===== src/rtl/cmos_pixel_packer.sv =====
`default_nettype none
// ============================================================================
// Module      : cmos_pixel_packer
// Description : Packs RGB565 pixel pairs from the CMOS capture path into
//               32-bit write-FIFO words, drops start-up frames, checks frame
//               geometry and forwards a pipeline-aligned frame sync.
// Revision    : 1.0 - initial release
// ============================================================================
module cmos_pixel_packer #(
  parameter int FRAME_SKIP = 10,
  parameter int H_PIXELS   = 1280,
  parameter int V_LINES    = 720
) (
  input  logic        clk,
  input  logic        rst_n,
  input  logic        cmos_vsync,
  input  logic        cmos_href,
  input  logic        pix_valid,
  input  logic [15:0] pix_data,
  output logic        sys_we,
  output logic [31:0] sys_data_in,
  output logic        vin_vs,
  output logic        frame_valid,
  output logic [7:0]  frame_cnt,
  output logic        geom_err
);

  localparam logic [0:0]  ST_SKIP   = 1'b0;
  localparam logic [0:0]  ST_ACTIVE = 1'b1;
  localparam logic [15:0] SKIP_CNT  = 16'(FRAME_SKIP);
  localparam logic [15:0] H_CNT     = 16'(H_PIXELS);
  localparam logic [15:0] V_CNT     = 16'(V_LINES);

  // Geometry/skip counters saturate instead of wrapping.
  function automatic logic [15:0] sat_inc(input logic [15:0] v);
    return (v == 16'hFFFF) ? v : v + 16'd1;
  endfunction

  logic [0:0]  state_q, state_d;
  logic        vsync_q, href_q;
  logic        phase_q, phase_d;
  logic [15:0] hold_q, hold_d;
  logic [15:0] skip_cnt_q, skip_cnt_d;
  logic [15:0] pix_cnt_q, pix_cnt_d;
  logic [15:0] line_cnt_q, line_cnt_d;
  logic        mismatch_q, mismatch_d;
  logic        we_q, we_d;
  logic [31:0] data_q, data_d;
  logic [7:0]  frame_cnt_q, frame_cnt_d;
  logic        geom_err_q, geom_err_d;

  logic vs_rise, href_rise, href_fall, pix_acc;
  logic active, enter_active, phase_eff;
  logic [15:0] pix_base;

  assign vs_rise   = cmos_vsync & ~vsync_q;
  assign href_rise = cmos_href & ~href_q;
  assign href_fall = ~cmos_href & href_q;
  assign pix_acc   = pix_valid & cmos_href;

  // FSM state register.
  always_ff @(posedge clk or negedge rst_n) begin
    if (!rst_n) state_q <= ST_SKIP;
    else        state_q <= state_d;
  end

  // FSM next state: leave SKIP on the frame start after FRAME_SKIP frames; ACTIVE is terminal.
  always_comb begin
    state_d = state_q;
    if (state_q == ST_SKIP && vs_rise && skip_cnt_q == SKIP_CNT) state_d = ST_ACTIVE;
  end

  // FSM outputs: write enable gating and the sticky frame_valid flag.
  always_comb begin
    active       = (state_q == ST_ACTIVE);
    enter_active = (state_q == ST_SKIP) && (state_d == ST_ACTIVE);
    frame_valid  = active;
  end

  // Packing datapath: a line or frame start always restarts on the high half.
  always_comb begin
    phase_eff = phase_q & ~(vs_rise | href_rise);
    phase_d   = phase_eff;
    hold_d    = hold_q;
    we_d      = 1'b0;
    data_d    = data_q;
    if (active) begin
      if (pix_acc) begin
        if (!phase_eff) begin
          hold_d  = pix_data;
          phase_d = 1'b1;
        end else begin
          we_d    = 1'b1;
          data_d  = {hold_q, pix_data};
          phase_d = 1'b0;
        end
      end else if (href_fall && !vs_rise && phase_q) begin
        // Odd-length line: flush the stranded pixel padded with zero.
        we_d    = 1'b1;
        data_d  = {hold_q, 16'h0000};
        phase_d = 1'b0;
      end
    end
  end

  // Skip, geometry and frame counters.
  always_comb begin
    skip_cnt_d = skip_cnt_q;
    if (!active && vs_rise) skip_cnt_d = sat_inc(skip_cnt_q);

    pix_base  = (vs_rise || href_fall) ? 16'd0 : pix_cnt_q;
    pix_cnt_d = pix_acc ? sat_inc(pix_base) : pix_base;

    mismatch_d = mismatch_q;
    line_cnt_d = line_cnt_q;
    if (href_fall) begin
      if (pix_cnt_q != H_CNT) mismatch_d = 1'b1;
      line_cnt_d = sat_inc(line_cnt_q);
    end
    if (vs_rise) begin
      mismatch_d = 1'b0;
      line_cnt_d = 16'd0;
    end

    geom_err_d  = geom_err_q;
    frame_cnt_d = frame_cnt_q;
    if (vs_rise && active) begin
      geom_err_d  = mismatch_q | (line_cnt_q != V_CNT);
      frame_cnt_d = frame_cnt_q + 8'd1;
    end else if (enter_active) begin
      // No written frame precedes the first active frame start.
      geom_err_d = 1'b0;
    end
  end

  // Datapath and counter registers.
  always_ff @(posedge clk or negedge rst_n) begin
    if (!rst_n) begin
      vsync_q     <= 1'b0;
      href_q      <= 1'b0;
      phase_q     <= 1'b0;
      hold_q      <= 16'd0;
      skip_cnt_q  <= 16'd0;
      pix_cnt_q   <= 16'd0;
      line_cnt_q  <= 16'd0;
      mismatch_q  <= 1'b0;
      we_q        <= 1'b0;
      data_q      <= 32'd0;
      frame_cnt_q <= 8'd0;
      geom_err_q  <= 1'b0;
    end else begin
      vsync_q     <= cmos_vsync;
      href_q      <= cmos_href;
      phase_q     <= phase_d;
      hold_q      <= hold_d;
      skip_cnt_q  <= skip_cnt_d;
      pix_cnt_q   <= pix_cnt_d;
      line_cnt_q  <= line_cnt_d;
      mismatch_q  <= mismatch_d;
      we_q        <= we_d;
      data_q      <= data_d;
      frame_cnt_q <= frame_cnt_d;
      geom_err_q  <= geom_err_d;
    end
  end

  assign sys_we      = we_q;
  assign sys_data_in = data_q;
  assign vin_vs      = vsync_q;
  assign frame_cnt   = frame_cnt_q;
  assign geom_err    = geom_err_q;

endmodule
`default_nettype wire

===== config.mk =====
export PLATFORM = sky130hd
export DESIGN_NAME = cmos_pixel_packer
export DESIGN_NICKNAME = d
export VERILOG_FILES = /design/src/rtl/cmos_pixel_packer.sv
export SDC_FILE = /design/constraint.sdc
export NUM_CORES = 1
export LEC_CHECK = 0
export CAP_MARGIN = 25
export CORE_MARGIN = 5
export CORE_UTILIZATION = 35
export DETAILED_ROUTE_END_ITERATION = 6
export PLACE_DENSITY_LB_ADDON = 0.05
export SYNTH_ARGS = -nofsm -noshare
export SYNTH_HDL_FRONTEND = slang
export SYNTH_SLANG_ARGS = --single-unit

===== constraint.sdc =====
create_clock -name clk -period 3.7 [get_ports clk]
set_clock_uncertainty 0.2 [all_clocks]
set_input_delay 0.555 -clock clk [delete_from_list [all_inputs] [get_ports clk]]
set_output_delay 0.555 -clock clk [all_outputs]
set_load 0.01 [all_outputs]

==> results.txt, run 1 <==
Number of nets with antenna violations after routing -> 0
H-Tree Depth -> 3
Total setup violations reported at the end of the flow -> 0
Max-capacitance violation count -> 0
Worst-margin pin slew -> 0.8185 ns
Crit Path Class -> in2reg
Top cells by area, synth -> dfrtp_1 55%, nand2_1 8.3%, xnor2_1 4.3%
Post-synth cell types -> 45
Peak supply drop -> 247.9 uV
Setup slack after placement -> 0.2850 ns
Synth Area in XOR/XNOR -> 6.419%
Period Utilization, post-route -> 82.20%
Die Outline Area -> 16,930 um2
Width of the die -> 130.1 um
Signed area change from the synthesized netlist to the final layout -> 23.64%
Overall fraction of global-route tracks in use -> 14.69%
Post-CTS sizing -> 0
Crit path setup slack, layout -> 0.6588 ns
Floorplan core area -> 13,990 um2
Number of buffer cells added on primary ports -> 64
Worst setup SP type -> input port
Wire length reported by the detailed router -> 11,700 um
Register bit total from synthesis -> 111
Gr ovfl total -> 0
DP Wirelength -> 8294 um
Worst path required time -> 3.79 ns
Power Dens Cells -> 507.6 nW/um2
Synth Area in Adders -> 1.487%
Wirelength per Cell -> 15.49 um
Mux cell area share after synthesis -> 4.610%
Simple-Gate Fraction of Synth Area -> 24.66%
Top Ports -> 65
First-pass detailed-route iteration total -> 4
Number of hold violations in the final report -> 0
TNS Setup -> 0 ns
Clock sink count -> 111
CTS clock-pin slew for the worst setup and hold paths -> 0.07 ns
Count of flip-flops with a built-in enable after synthesis -> 0
Mean instance size in the synthesized netlist -> 10.02 um2
Syn. warnings -> 0
Clock latency at the later pin of the worst-skew pair -> 0.36 ns
Largest net degree at the start of global routing -> 63
Clock tree buffer depth -> 2
Largest area contributor in the synthesized netlist -> dfrtp_1
Kind of end point of the critical path -> flip-flop
Initial Util -> 36.09%
Type of the tightest min-delay check -> in2async
Number of clock buffers inserted by TritonCTS -> 9
Initial antenna violation count -> 0
Number of remaining DRC errors -> 0
Share of cells above drive strength 1 -> 9.217%
Placement Cell Area -> 5919 um2
Clock tree from TritonCTS -> yes
Die Span Y -> 130.1 um
Sequential fraction of the synthesis area -> 55.02%
Via count of the first global-routing pass -> 3,761
Standby leakage power -> 2.825 nW
Max-slew headroom at the worst pin -> 45.43%
Hold bufs inserted after CTS -> 0
Placer Congestion -> 0.8179
Post-synth design cell area -> 5049 um2
Count of pins over their slew limit -> 0
Proportion of register bits with asynchronous set or reset after synthesis -> 100.0%
Fraction of the mapped netlist area in compound gates -> 5.428%
Critical Path Fanout Max -> 9
# Post-CTS Setup Buffers -> 0
Root buffer cell -> clkbuf_16
Post-layout nets -> 597
# diodes -> 0
Net Count, Synth -> 531
Status -> finished, final reports clean
Via/cell ratio -> 5.073
Top flip-flop cell by instance count after synthesis -> dfrtp_1
Post-synthesis instance total -> 504
Final std cell area, no fill -> 6242 um2
Fmax -> 328.8 MHz
Global-route wire length before repair -> 19,550 um
First-iteration detailed-routing DRC count -> 197
RSZ-0062 raised after global routing -> no
Main combinational cell family by area after synthesis -> simple AND/OR/NAND/NOR gates
Share of Yosys cell area claimed by the top area cell type -> 55.02%
Cell Rows -> 43
Arrival time of data at the critical path endpoint -> 3.13 ns
Minimum clock period -> 3.041 ns
DR vias -> 3,830
sequential cells by signal, summed over array words and instances, names as in the netlist, 8 cells and up:
signal	count
hold_q	16
sys_data_in	32
line_cnt_q	16
skip_cnt_q	16
frame_cnt	8
pix_cnt_q	16
per-stage QoR:
stage,hold slack (ns),total power [mW],instances,utilization (%)
after floorplan,0.05941,1.874,504,-
after global placement,0.2468,2.150,739,42.32
after detailed placement,0.2526,2.163,739,42.32
after CTS,0.1026,3.231,755,44.62
after global routing,0.1415,3.364,755,44.62
final,0.07818,3.168,755,44.62
cell type report:
| cell class | instances | area, um2 |
|---|---|---|
| Clock buffer | 9 | 225.2 |
| Clock inverter | 7 | 97.59 |
| Fill cell | 1373 | 7746 |
| Inverter | 10 | 37.54 |
| Multi-Input combinational cell | 362 | 2151 |
| Sequential cell | 111 | 2778 |
| Tap cell | 180 | 225.2 |
| Timing Repair Buffer | 76 | 728.2 |
cells in the mapped netlist, types with 4 or more instances:
cell	n
or4_1	4
clkbuf_1	14
nor2_1	24
or3_1	6
xor2_1	12
and3_1	10
and4_1	8
a21oi_1	11
nand3_1	39
xnor2_1	25
inv_1	10
dfrtp_1	111
o21ai_0	11
nor4b_1	4
nor4_1	11
and2_1	4
nor3_1	8
nand4_1	11
nand2_1	112
ha_1	6
a31oi_1	5
buf_1	4
mux2_2	18
critical path, cell delays in order:
cell	delay (ns)
clkdlybuf4s50_1	0.54
nand2b_2	0.28
and3_1	0.22
ha_1	0.20
nand3_1	0.14
nor4_1	0.08
or4_1	0.57
or3_1	0.40
a21oi_1	0.14
per-layer routing:
metal | part of all wire (%) | GRT usage (%)
met3 | 4.3 | 2.620
met1 | 49 | 20.93
met2 | 45 | 22.03
met5 | 0 | 0
met4 | 1.8 | 6.296
power by group:
part           switching, mW  total [mW]  internal [mW]
combinational          0.244       0.553          0.309
sequential             0.158        1.57           1.41
clock                  0.496        1.05          0.549
total                  0.898        3.17           2.27
path summary, 6_finish.rpt:
kind                       slack [ns]              end  cells after the start  startpoint
max in group asynchronous        2.40    line_cnt_q[2]                      2       rst_n
hold / removal                   0.08    pix_cnt_q[15]                      1       rst_n
hold reg to reg                  0.26  sys_data_in[16]                      2   hold_q[0]
min in group clk                 0.26  sys_data_in[16]                      2   hold_q[0]
setup reg to reg                 1.11    pix_cnt_q[15]                      8      vin_vs
setup / recovery                 0.66    pix_cnt_q[15]                      9   cmos_href
logic make-up after synthesis:
family | Yosys count
and+or+nand+nor | 255
DFF | 111
AOI/OAI and AO/OA | 43
xor gates and xnor gates | 37
buffers and inverters | 31
muxes | 21
adders and majority gates | 6
layout by cell type, fill, tap and decap left out, types with 12 or more instances in the layout:
cell type,n
nand2_1,112
dfrtp_1,111
clkdlybuf4s50_1,63
nand3_1,39
xnor2_1,25
nor2_1,24
mux2_2,18
buf_4,13
xor2_1,12
(Power assumes the default switching activity.)
==> run 2: changes to the inputs <==
==> constraint.sdc (replaced) <==
create_clock -name clk -period 3.15 [get_ports clk]
set_clock_uncertainty 0.2 [all_clocks]
set_input_delay 0.4725 -clock clk [delete_from_list [all_inputs] [get_ports clk]]
set_output_delay 0.4725 -clock clk [all_outputs]
set_load 0.01 [all_outputs]
==> run 2 against run 1 <==
  * Power grew 21%
  * Non-clock buffer count grew 4
  * Sequential power grew 17%
  * Critical path depth is the same
  * Combinational power grew 24%
  * Worst hold slack gained 0.19 ns
  * Count of clock-buffer cells in the layout grew 3
  * Clock power grew 25%
  * Routed wire length grew 1.2%
  * Sequential share of layout area shrank 0.49 points
  * Global-route usage shrank 0.12 points
  * Setup slack lost 0.26 ns
  * Largest cell class unchanged
==> results.txt, run 2 (synthesized netlist as in run 1, its figures left out) <==
Post-CTS sizing -> 0 (unchanged)
Placement Cell Area -> 5954 um2 (+0.59%)
Cell Rows -> 43 (unchanged)
Via count of the first global-routing pass -> 3,845 (+2.2%)
DP Wirelength -> 8279 um (-0.18%)
Critical Path Fanout Max -> 9 (unchanged)
Period Utilization, post-route -> 87.36%
Top Ports -> 65 (unchanged)
Clock sink count -> 111 (unchanged)
Number of hold violations in the final report -> 0 (unchanged)
Worst path required time -> 3.22 ns (-0.57 ns)
Share of cells above drive strength 1 -> 9.343% (+0.13 points)
Via/cell ratio -> 5.091 (+0.36%)
Kind of end point of the critical path -> flip-flop
Clock tree from TritonCTS -> yes
Peak supply drop -> 407.8 uV (+64%)
Status -> finished, final reports clean
Worst setup SP type -> input port
Arrival time of data at the critical path endpoint -> 2.83 ns (-0.30 ns)
Minimum clock period -> 2.752 ns
Count of pins over their slew limit -> 0 (unchanged)
Number of buffer cells added on primary ports -> 64 (unchanged)
Final std cell area, no fill -> 6311 um2 (+1.1%)
Clock tree buffer depth -> 2 (unchanged)
Non-filler instance count after layout -> 758 (+0.40%)
Fmax -> 363.4 MHz
Part of the total power dissipated in combinational logic -> 18.0% (+0.5 points)
Standby leakage power -> 2.859 nW (+1.2%)
Total setup violations reported at the end of the flow -> 0 (unchanged)
Floorplan core area -> 13,990 um2 (unchanged)
Worst-margin pin slew -> 0.7466 ns (-0.07192 ns)
Wire length reported by the detailed router -> 11,840 um (+1.2%)
Die Span Y -> 130.1 um (unchanged)
First-pass detailed-route iteration total -> 4 (unchanged)
Cell-internal power -> 2.854 mW (+26%)
Signed area change from the synthesized netlist to the final layout -> 25.01%
Count of buffer and inverter cells on the critical path -> 1 (unchanged)
Ordered list of cells on the worst path -> clkdlybuf4s50_1 -> nand2b_2 -> and3_1 -> ha_1 -> nand3_1 -> nor4_1 -> or4_1 -> or3_1 -> a21oi_1
First-iteration detailed-routing DRC count -> 274 (+39%)
Wirelength per Cell -> 15.61 um (+0.78%)
Power Dens Cells -> 607.1 nW/um2 (+20%)
Power spent charging and discharging nets -> 977.2 uW (+8.8%)
CTS clock-pin slew for the worst setup and hold paths -> 0.07 ns (about the same)
Cell type group with the largest total delay on the critical path -> simple AND/OR/NAND/NOR gates
# diodes -> 0 (unchanged)
Sequential fraction of design power -> 47.8% (-1.7 points)
RSZ-0062 raised after global routing -> no
Switching part of the total power -> 25.51% (-2.8 points)
Number of remaining DRC errors -> 0 (unchanged)
Width of the die -> 130.1 um (unchanged)
Most frequent cells in the layout -> 112 x nand2_1, 111 x dfrtp_1, 63 x clkdlybuf4s50_1, 39 x nand3_1, 25 x xnor2_1
Global-route wire length before repair -> 19,620 um (+0.32%)
Slowest library cell on the worst path -> or4_1
Root buffer cell -> clkbuf_16
Fill cells -> 1,377 (+0.29%)
Biggest cell delay along the critical path -> 0.56 ns (about the same)
Flip-flop count of the largest register after layout -> 32 (unchanged)
Most common cell after layout, fill and taps aside -> nand2_1
Max-capacitance violation count -> 0 (unchanged)
Type of the tightest min-delay check -> reg2reg
Max-slew headroom at the worst pin -> 49.84% (+4.4 points)
Crit Path Class -> in2reg
Placer Congestion -> 0.7798 (-4.7%)
Gr ovfl total -> 0 (unchanged)
Overall fraction of global-route tracks in use -> 14.57% (-0.12 points)
Largest net degree at the start of global routing -> 78 (+24%)
Initial Util -> 36.09% (unchanged)
Die Outline Area -> 16,930 um2 (unchanged)
Number of clock buffers inserted by TritonCTS -> 9 (unchanged)
Clock latency at the later pin of the worst-skew pair -> 0.35 ns (about the same)
H-Tree Depth -> 3 (unchanged)
Cell count after placement -> 742 (+0.41%)
TNS Setup -> 0 ns (unchanged)
DR vias -> 3,859 (+0.76%)
Clock power share -> 34.3% (+1.3 points)
Initial antenna violation count -> 0 (unchanged)
Number of nets with antenna violations after routing -> 0 (unchanged)
Post-layout nets -> 601 (+0.67%)
-- run 2: cell types whose count changed in the layout (fill, tap and decap cells not counted), sizes merged --
cell / change
buf: +3
bufinv: +2
clkbuf: +3
clkinv: -2
dlygate4sd3: +1
inv: -4
-- run 2: area by class of cell --
type                    count  area, um2  area share [%]
flip-flops and latches    111       2778           44.01
multi-input cells         362       2151           34.08
repair buffers             80      773.2           12.25
clock buffers              12      256.5           4.064
well taps                 180      225.2           3.569
clock inverters             3      90.09           1.427
inverters                  10      37.54          0.5948
-- run 2: power groups by stage --
stage	logic, mW	clock network, mW	registers (mW)
2_1_floorplan	0.351	0	1.85
3_5_place_dp	0.699	0	1.86
5_1_grt	0.764	1.41	1.87
3_3_place_gp	0.692	0	1.85
4_1_cts	0.705	1.36	1.83
6_report	0.688	1.31	1.83
-- run 2: per-stage QoR --
stage          hold slack [ns]  setup slack, ns  utilization, %  power [mW]
5_1_grt                 0.2822           0.2359           45.12       4.040
3_3_place_gp            0.2478          0.09233           42.57       2.543
3_5_place_dp            0.2503          0.02803           42.57       2.557
4_1_cts                 0.2714           0.4148           45.12       3.899
6_report                0.2643           0.3982           45.12       3.832
2_1_floorplan         -0.02309           0.4124               -       2.201
-- run 2: final timing paths --
check,startpoint,slack (ns),cells after the start,to
hold / removal,hold_q[3],0.26,2,sys_data_in[19]
min in group asynchronous,rst_n,0.42,2,pix_cnt_q[15]
setup / recovery,cmos_href,0.40,9,pix_cnt_q[15]
max in group asynchronous,rst_n,1.53,3,skip_cnt_q[8]
hold reg to reg,hold_q[3],0.26,2,sys_data_in[19]
setup reg to reg,vin_vs,0.47,8,pix_cnt_q[15]
-- run 2: worst min-delay path, cell delays in order (launching register included) --
cell and delay (ns):
dfrtp_1 0.34, nand2_1 0.05, nand2_1 0.05
-- run 2: repair_timing --
item                                   CTS  global route
endpoints found under the hold margin   34             0
buffers inserted                         0             0
hold buffers                             1             0
-- run 2: per-layer routing --
layer	GRT usage, %	vias up	part of all wire, %
met5	0	-	0
met4	3.729	0	0.97
met3	3.889	9	4.8
met2	23.11	71	47
met1	19.91	1887	47
li1	-	1892	-
